===== src/rtl/readout_pkg.sv =====
// Shared definitions for the line-readout path: FSM state encoding and the
// pixel-window bounds, expressed as functions of the waveform period C.
package readout_pkg;

    typedef enum logic [1:0] {
        ST_IDLE = 2'd0,
        ST_RUN  = 2'd1,
        ST_TAIL = 2'd2,
        ST_DONE = 2'd3
    } line_state_t;

    localparam int PIX_CNT_W = 12;
    localparam int PIX_IDX_W = 11;

    // First generator pulse of the pixel window.
    function automatic logic [31:0] win_lo(input int c);
        return 32'(5 * c - 1);
    endfunction

    // End of the pixel window; counting continues past it to cover ADC latency.
    function automatic logic [31:0] win_hi(input int c);
        return 32'(2053 * c);
    endfunction

    function automatic logic [31:0] line_last(input int c);
        return 32'(2058 * c - 1);
    endfunction

endpackage


===== src/rtl/readout_pixel_capture.sv =====
// Sample capture for one readout line: pixel counter, registered sample,
// and sticky overrun/underrun flags.
module readout_pixel_capture
    import readout_pkg::*;
#(
    parameter int N_PIXELS = 2048,
    parameter int ADC_W    = 12
) (
    input  logic                 clk,
    input  logic                 rst_n,
    input  logic                 active,
    input  logic                 clear_flags,
    input  logic                 clear_count,
    input  logic                 line_end,
    input  logic                 adc_valid,
    input  logic [ADC_W-1:0]     adc_data,
    output logic                 pix_valid,
    output logic [ADC_W-1:0]     pix_data,
    output logic [PIX_IDX_W-1:0] pix_index,
    output logic                 overrun,
    output logic                 underrun
);

    localparam logic [PIX_CNT_W-1:0] N_MAX = PIX_CNT_W'(N_PIXELS);

    logic [PIX_CNT_W-1:0] pix_cnt;
    logic                 accept;
    logic                 count_short;

    assign accept      = active && adc_valid && (pix_cnt < N_MAX);
    // A sample accepted on the final cycle still counts toward the line.
    assign count_short = (pix_cnt + PIX_CNT_W'(accept)) < N_MAX;

    always_ff @(posedge clk or negedge rst_n) begin
        if (!rst_n) begin
            pix_cnt   <= '0;
            pix_valid <= 1'b0;
            pix_data  <= '0;
            pix_index <= '0;
            overrun   <= 1'b0;
            underrun  <= 1'b0;
        end else begin
            pix_valid <= accept;
            if (accept) begin
                pix_data  <= adc_data;
                pix_index <= pix_cnt[PIX_IDX_W-1:0];
            end
            if (clear_count) begin
                pix_cnt <= '0;
            end else if (accept) begin
                pix_cnt <= pix_cnt + PIX_CNT_W'(1);
            end
            if (clear_flags) begin
                overrun  <= 1'b0;
                underrun <= 1'b0;
            end else begin
                if (adc_valid && !accept) overrun <= 1'b1;
                if (line_end && count_short) underrun <= 1'b1;
            end
        end
    end

endmodule


===== src/rtl/readout_line_sequencer.sv =====
// Line-readout controller: drives the waveform generator counter/enable and
// captures ADC samples. READOUT_LINE_REPEAT_EN enables multi-line sequences.
module readout_line_sequencer
    import readout_pkg::*;
#(
    parameter int CICLOS_FORMAS_DE_ONDA = 8,
    parameter int N_PIXELS              = 2048,
    parameter int ADC_W                 = 12
) (
    input  logic                 i_clock,
    input  logic                 i_reset_n,
    input  logic                 i_start,
    input  logic                 i_abort,
`ifdef READOUT_LINE_REPEAT_EN
    input  logic [15:0]          i_num_lines,
    output logic [15:0]          o_line_idx,
`endif
    output logic                 o_enable,
    output logic [31:0]          o_contador,
    input  logic                 i_adc_valid,
    input  logic [ADC_W-1:0]     i_adc_data,
    output logic                 o_pix_valid,
    output logic [ADC_W-1:0]     o_pix_data,
    output logic [PIX_IDX_W-1:0] o_pix_index,
    output logic                 o_busy,
    output logic                 o_done,
    output logic                 o_overrun,
    output logic                 o_underrun,
    output line_state_t          o_state
);

    // Handshake: i_start is taken only in IDLE; o_busy rises the next cycle and
    // stays high through the one-cycle o_done pulse, dropping on return to IDLE.
    localparam logic [31:0] WIN_HI_M1 = win_hi(CICLOS_FORMAS_DE_ONDA) - 32'd1;
    localparam logic [31:0] LAST      = line_last(CICLOS_FORMAS_DE_ONDA);

    line_state_t state;
    logic        active;
    logic        accept_start;
    logic        line_end;
    logic        line_restart;

    assign active       = (state == ST_RUN) || (state == ST_TAIL);
    assign accept_start = (state == ST_IDLE) && i_start;
    assign line_end     = active && (i_abort || ((state == ST_TAIL) && (o_contador == LAST)));
    assign o_state      = state;

`ifdef READOUT_LINE_REPEAT_EN
    logic [15:0] line_idx;
    logic [15:0] lines_total;
    logic        seq_abort;

    assign lines_total  = (i_num_lines == 16'd0) ? 16'd1 : i_num_lines;
    assign line_restart = (state == ST_DONE) && !seq_abort && (line_idx < lines_total - 16'd1);
    assign o_line_idx   = line_idx;
`else
    assign line_restart = 1'b0;
`endif

    always_ff @(posedge i_clock or negedge i_reset_n) begin
        if (!i_reset_n) begin
            state      <= ST_IDLE;
            o_enable   <= 1'b0;
            o_contador <= 32'd0;
            o_busy     <= 1'b0;
            o_done     <= 1'b0;
`ifdef READOUT_LINE_REPEAT_EN
            line_idx   <= 16'd0;
            seq_abort  <= 1'b0;
`endif
        end else begin
            o_done <= 1'b0;
            case (state)
                ST_IDLE: begin
                    if (i_start) begin
                        state      <= ST_RUN;
                        o_enable   <= 1'b1;
                        o_contador <= 32'd0;
                        o_busy     <= 1'b1;
`ifdef READOUT_LINE_REPEAT_EN
                        line_idx   <= 16'd0;
                        seq_abort  <= 1'b0;
`endif
                    end
                end
                ST_RUN, ST_TAIL: begin
                    if (line_end) begin
                        state      <= ST_DONE;
                        o_enable   <= 1'b0;
                        o_contador <= 32'd0;
                        o_done     <= 1'b1;
`ifdef READOUT_LINE_REPEAT_EN
                        seq_abort  <= i_abort;
`endif
                    end else begin
                        o_contador <= o_contador + 32'd1;
                        if ((state == ST_RUN) && (o_contador == WIN_HI_M1)) state <= ST_TAIL;
                    end
                end
                ST_DONE: begin
                    if (line_restart) begin
                        state      <= ST_RUN;
                        o_enable   <= 1'b1;
                        o_contador <= 32'd0;
`ifdef READOUT_LINE_REPEAT_EN
                        line_idx   <= line_idx + 16'd1;
`endif
                    end else begin
                        state  <= ST_IDLE;
                        o_busy <= 1'b0;
                    end
                end
                default: state <= ST_IDLE;
            endcase
        end
    end

    readout_pixel_capture #(
        .N_PIXELS (N_PIXELS),
        .ADC_W    (ADC_W)
    ) u_capture (
        .clk         (i_clock),
        .rst_n       (i_reset_n),
        .active      (active),
        .clear_flags (accept_start),
        .clear_count (accept_start | line_restart),
        .line_end    (line_end),
        .adc_valid   (i_adc_valid),
        .adc_data    (i_adc_data),
        .pix_valid   (o_pix_valid),
        .pix_data    (o_pix_data),
        .pix_index   (o_pix_index),
        .overrun     (o_overrun),
        .underrun    (o_underrun)
    );

endmodule


===== config.mk =====
export PLATFORM = sky130hd
export DESIGN_NAME = readout_line_sequencer
export DESIGN_NICKNAME = d
export VERILOG_FILES = /design/src/rtl/readout_pkg.sv /design/src/rtl/readout_pixel_capture.sv /design/src/rtl/readout_line_sequencer.sv
export SDC_FILE = /design/constraint.sdc
export NUM_CORES = 1
export LEC_CHECK = 0
export BUFFER_PORTS_ARGS = -buffer_cell sky130_fd_sc_hd__buf_2
export CAP_MARGIN = 20
export CORE_MARGIN = 2
export CORE_UTILIZATION = 54
export CTS_CLUSTER_DIAMETER = 40
export DETAILED_ROUTE_END_ITERATION = 8
export PLACE_DENSITY_LB_ADDON = 0.05
export SYNTH_ARGS = -nofsm -noshare
export SYNTH_HDL_FRONTEND = slang
export SYNTH_SLANG_ARGS = --single-unit
export TNS_END_PERCENT = 1

===== constraint.sdc =====
create_clock -name i_clock -period 3.4 [get_ports i_clock]
set_input_delay 0.17 -clock i_clock [delete_from_list [all_inputs] [get_ports i_clock]]
set_output_delay 0.17 -clock i_clock [all_outputs]
set_load 0.01 [all_outputs]

==> flow_summary_export.csv, run 1 <==
group,metric,value,unit
sta,max_freq,366.2,MHz
sta,worst_pin_slew,0.9109,ns
pwr,p_leak,2.238,nW
global_routing,grt_pass1_wl,13210,um
synthesis,synth_area_leaders,"dfrtp_1 53%, nand2_1 10%, xor2_1 4.4%",
pwr,clkPwrFrac,28.6,%
sta,tns,0,ns
sta,setup_viol_count_final,0,
global_routing,grt_pass1_vias,2815,
hold_path,hp-start,"i_adc_data[11]",
worst_setup_path,rr_startpoint,"o_contador[11]",
worst_setup_path,r2r-end,"o_enable",
synthesis,synth_area_leader_cell,"dfrtp_1",
sta,post-route-period-util,80.32,%
synthesis,async_flop_share,100.0,%
synthesis,synth_edf_count,0,
sta,drv_slew,0,
worst_setup_path,path_cells,"or4_1, or4_4, o41ai_4, and2_4, o22ai_1",
drt,post_drt_wl_per_cell,14.12,um
synthesis,synthDominantCellAreaShare,52.50,%
finish,fillerInstances,539,
worst_setup_path,critPathKind,"register to register",
pwr,power_density,672.9,nW/um^2
synthesis,avgSynthCellArea,9.432,sq um
clock_network,cts_max_level,3,
finish,areaGrowthSynthToFinish,20.02,%
clock_network,postCtsSetupBuffers,0,
synthesis,yosys.cell_types.count,46,
synthesis,yosys_warnings,0,
synthesis,syn_area,3575,sq um
pwr,intPower,0.001869,W
placement,gp_congestion,0.8043,
global_routing,overflow,0,
floorplanning,fp.dieW,85.36,um
drt,via_per_inst,5.441,
floorplanning,start_util,55.98,%
status,status,"completed",
clock_network,cts_tree,"done",
sta,period_needed,2.731,ns
worst_setup_path,cp_data_arrival_time,2.94,ns
finish,drive_above_1_share,22.17,%
synthesis,synth-seq-cells,75,
clock_network,insertion_delay,0.34,ns
global_routing,antenna_found_initial,0,
worst_setup_path,critPathLaunchType,"register",
global_routing,grt_max_degree,76,
pwr,netSwitchingFraction,35.26,%
run,drv_cap,0,
hold_path,whs_path_depth,3,
floorplanning,io_pins,80,
pwr,seqPwrFrac,40.6,%
worst_setup_path,slowest_delay,0.53,ns
synthesis,synthCells,379,
synthesis,synth_most_common_cell,"nand2_1",
finish,utilization,67.18,%
floorplanning,rows,29,
floorplanning,core_area,6386,sq um
clock_network,cts.sinks,75,
clock_network,cts_made_buffers,9,
sta,hold_viol,0,
worst_setup_path,r2r_setup_slack,0.67,ns
synthesis,yosysSeqAreaShare,52.50,%
finish,instances_no_fill,546,
pwr,ir_drop,595.4,uV
pwr,p_sw,0.001018,W
floorplanning,die_h,85.36,um
worst_setup_path,worstPathMaxFanout,29,
pwr,pwr-share-comb,30.8,%
placement,hpwl,5159,um
synthesis,synth_nets,402,
floorplanning,dieArea,7286,sq um
drt,drt_first_pass_iters,4,
synthesis,ys.flop_type,"dfrtp_1",
placement,pre_cts_ws,0.6983,ns
worst_setup_path,crit_required,3.60,ns
placement,placedCellCount,528,
sta,finalWorstSetupSlack,0.6691,ns
finish,nets,487,
global_routing,grt_usage,22.58,%
sta,rsz0062_at_grt,"false",
worst_setup_path,reg2reg_depth,5,
clock_network,cts_buffer_depth,2,
drt,ant_nets,0,
drt,vias,2971,
drt,drt_iter0_drc,167,
sta,skew,0.01027,ns
worst_setup_path,worst_path_max_delay_cell,"or4_1",
drt,drc,0,
drt,wl,7709,um
hold_path,min_to,"u_capture.pix_data[11]",
finish,antennaDiodeCount,0,
clock_network,root_buffer,"clkbuf_8",
synthesis,synth_common_cells,"95 x nand2_1, 75 x dfrtp_1, 38 x nor2_1",
sta,maxSlewHeadroom,39.27,%
hold_path,worstHoldPathType,"primary input to register",
worst_setup_path,end_kind,"register",
placement,io_buffers,79,
clock_network,path_clk_slew,0.08,ns
-- metrics by stage --
step	hold slack [ns]	total power, W	instance area (sq um)
3_3_place_gp	0.3587	0.002061	4030
3_5_place_dp	0.3639	0.002083	4030
4_1_cts	0.003010	0.002916	4290
5_1_grt	0.01242	0.003084	4290
2_1_floorplan	-0.1256	0.001832	3575
6_report	0.01257	0.002887	4290
-- kinds of logic after synthesis --
kind of cell | Yosys count | synth area share (%)
simple gates | 211 | 28.07
buf+inv | 21 | 3.080
flops | 75 | 52.50
compound gates | 35 | 6.511
xor+xnor | 27 | 6.615
mux | 4 | 1.120
fa+ha+maj | 6 | 2.100
-- placed cells by master (no fill, tap or decap), types with 8 or more instances in the layout --
cell      instances
a21oi_1          12
buf_2            78
clkbuf_8          9
dfrtp_1          75
inv_1             8
nand2_1          95
nand3_1          15
nand4_1           9
nor2_1           38
nor3_1            9
o21ai_0          10
xnor2_1           9
xor2_1           18
-- how the worst max path moves through the flow --
stage / from / endpoint / slack [ns]
after detailed placement: o_contador[11] / o_enable / 0.70
after global placement: o_contador[11] / o_enable / 0.73
after floorplan: o_contador[11] / o_contador[21] / 0.88
final: o_contador[11] / o_enable / 0.67
after global routing: o_contador[11] / o_enable / 0.55
after CTS: o_contador[11] / o_enable / 0.68
-- sequential cells by signal, indices dropped and copies added, names as in the netlist --
name                 cells
o_busy                   1
o_contador              32
o_done                   1
o_enable                 1
o_state                  2
u_capture.overrun        1
u_capture.pix_cnt       12
u_capture.pix_data      12
u_capture.pix_index     11
u_capture.pix_valid      1
u_capture.underrun       1
-- layout make-up --
cell class              instances  area (sq um)  share of cell area (%)
clock buffers                  10         127.6                   2.975
multi-input cells             283          1588                   37.01
repair buffers                 86         455.4                   10.62
flip-flops and latches         75          1877                   43.74
inverters                       9         33.78                  0.7874
well taps                      77         96.34                   2.246
clock inverters                 6         112.6                   2.625
-- power groups by stage --
stage / clock (W) / combinational, W / sequential [W]
floorplan: 0 / 0.000586 / 0.00125
global placement: 0 / 0.000880 / 0.00118
detailed placement: 0 / 0.000894 / 0.00119
CTS: 0.000841 / 0.000902 / 0.00117
global route: 0.000875 / 0.00101 / 0.00120
finish: 0.000826 / 0.000889 / 0.00117
-- per-layer routing --
layer	up-vias	wire (um)	global-route usage [%]
li1	1462	-	-
met1	1410	3739	32.01
met2	88	3475	34.45
met3	11	377	4.377
met4	0	117	8.947
met5	-	0	0
-- worst max-delay path: cells and delay by family, from the launching register on --
| kind | cells | cell delay [ns] |
|---|---|---|
| simple gates | 3 | 1.49 |
| compound gates | 2 | 0.67 |
| flops | 1 | 0.44 |
-- timing repair --
item                      in CTS  in global routing
hold endpoints to repair      20                  0
resized for setup              0                  0
hold buffers                   2                  0
No activity file was read; power rests on OpenSTA's default activity.
==> run 2: changes to the inputs <==
Clock period 3.4 ns to 2.63 ns, I/O delays scaled along.
==> run 2 against run 1 <==
Against the previous run:
- critical path depth unchanged
- global-route usage grew 1.4 points
- die area is the same
==> flow_summary_export.csv, run 2 (synthesized netlist as in run 1, its figures left out) <==
group,metric,value,unit
status,status,"completed",
sta,setup_viol_count_final,0,
placement,placed_area,4098,sq um
global_routing,grt_pass1_wl,13980,um
worst_setup_path,reg2reg_depth,5,
global_routing,grt_max_degree,76,
drt,via_per_inst,5.420,
clock_network,postCtsHoldBufs,13,
worst_setup_path,crit_required,2.84,ns
pwr,ir_drop,557.0,uV
floorplanning,rows,29,
clock_network,postCtsSetupBuffers,0,
drt,post_drt_wl_per_cell,14.46,um
sta,post-route-period-util,94.48,%
global_routing,grt_usage,23.99,%
clock_network,cts_buffer_depth,2,
clock_network,root_buffer,"clkbuf_8",
floorplanning,io_pins,80,
finish,final_cell_area,4418,sq um
floorplanning,core_area,6386,sq um
worst_setup_path,worstPathMaxFanout,29,
finish,final_common_cell,"nand2_1",
clock_network,cts_max_level,3,
finish,register_area,1877,sq um
placement,gp_congestion,0.7865,
finish,multi_input_area,1588,sq um
sta,skew,0.007863,ns
sta,finalHoldWorstSlack,0.06939,ns
finish,drive_above_1_share,23.00,%
clock_network,cts_made_buffers,9,
finish,largest_register,"o_contador",
hold_path,worstHoldPathType,"primary input to register",
clock_network,cts_tree,"done",
global_routing,grt_pass1_vias,2954,
pwr,p_leak,2.307,nW
sta,drv_slew,0,
placement,hpwl,5460,um
finish,nets,507,
worst_setup_path,cp_data_arrival_time,2.69,ns
floorplanning,start_util,55.98,%
worst_setup_path,r2r_setup_slack,0.15,ns
clock_network,ctsResizeCount,0,
worst_setup_path,crit_path_end,"o_enable",
worst_setup_path,crit_start,"o_contador[8]",
finish,largest_register_ffs,32,
clock_network,insertion_delay,0.34,ns
pwr,total_power,0.003583,W
finish,mostFrequentLayoutCells,"95 x nand2_1, 78 x buf_2, 75 x dfrtp_1, 38 x nor2_1, 18 x xor2_1",
drt,wl,8153,um
finish,fillerInstances,551,
drt,drt_iter0_drc,143,
worst_setup_path,r2r-end,"o_enable",
worst_setup_path,critPathKind,"register to register",
global_routing,antenna_found_initial,0,
drt,drt_first_pass_iters,5,
global_routing,overflow,0,
clock_network,cts.sinks,75,
sta,rsz0062_at_grt,"false",
drt,vias,3057,
floorplanning,fp.dieW,85.36,um
worst_setup_path,rr_startpoint,"o_contador[8]",
sta,maxSlewHeadroom,37.13,%
clock_network,path_clk_slew,0.08,ns
sta,finalWorstSetupSlack,0.1451,ns
placement,io_buffers,79,
floorplanning,dieArea,7286,sq um
sta,tns,0,ns
drt,ant_nets,0,
placement,pre_cts_ws,0.1528,ns
worst_setup_path,end_kind,"register",
sta,max_freq,402.4,MHz
finish,top_regs,"o_contador: 32 flops, u_capture.pix_cnt: 12 flops, u_capture.pix_data: 12 flops",
finish,areaGrowthSynthToFinish,23.59,%
run,drv_cap,0,
pwr,power_density,811.1,nW/um^2
sta,worst_pin_slew,0.9430,ns
sta,hold_viol,0,
finish,antennaDiodeCount,0,
drt,drc,0,
sta,period_needed,2.485,ns
worst_setup_path,critPathLaunchType,"register",
floorplanning,die_h,85.36,um
run 2: worst max-delay path, stage by stage, from the launching register on:
cell and delay (ns):
dfrtp_1 0.43, or4_1 0.51, or4_4 0.52, o41ai_4 0.35
and2_4 0.40, o22ai_1 0.13
run 2: how the worst min path moves through the flow:
stage                         from                      to  slack (ns)  depth (start not counted)
finish                 i_adc_valid       u_capture.overrun        0.07                          3
global route           i_adc_valid       u_capture.overrun        0.08                          3
CTS                    i_adc_valid       u_capture.overrun        0.07                          3
detailed placement  i_adc_data[11]  u_capture.pix_data[11]        0.32                          3
global placement     i_adc_data[5]   u_capture.pix_data[5]        0.32                          3
floorplan                i_reset_n                  o_busy       -0.16                          0
run 2: cell type report:
class / count / area share, %
repair buffers: 106 / 14.33
inverters: 9 / 0.7647
multi-input cells: 283 / 35.94
clock inverters: 4 / 1.189
flip-flops and latches: 75 / 42.48
clock buffers: 10 / 3.115
well taps: 77 / 2.181
run 2: routing by layer:
metal / wire length [um] / vias up / GRT usage, %
met2: 3773 / 76 / 36.22
li1: - / 1505 / -
met3: 342 / 9 / 3.891
met4: 99 / 0 / 9.235
met1: 3937 / 1467 / 34.91
met5: 0 / - / 0
run 2: stage by stage:
step                cells  util (%)
global route          564     69.18
finish                564     69.18
floorplan             379         -
detailed placement    537     64.17
CTS                   564     69.18
global placement      537     64.17
run 2: where the power goes:
part	leakage [nW]	internal [W]	total, W	switching (W)
Combinational	1.21	0.000452	0.00121	0.000756
Sequential	1.00	0.00137	0.00151	0.000144
Clock	0.0982	0.000455	0.000861	0.000406
Total	2.31	0.00228	0.00358	0.00131
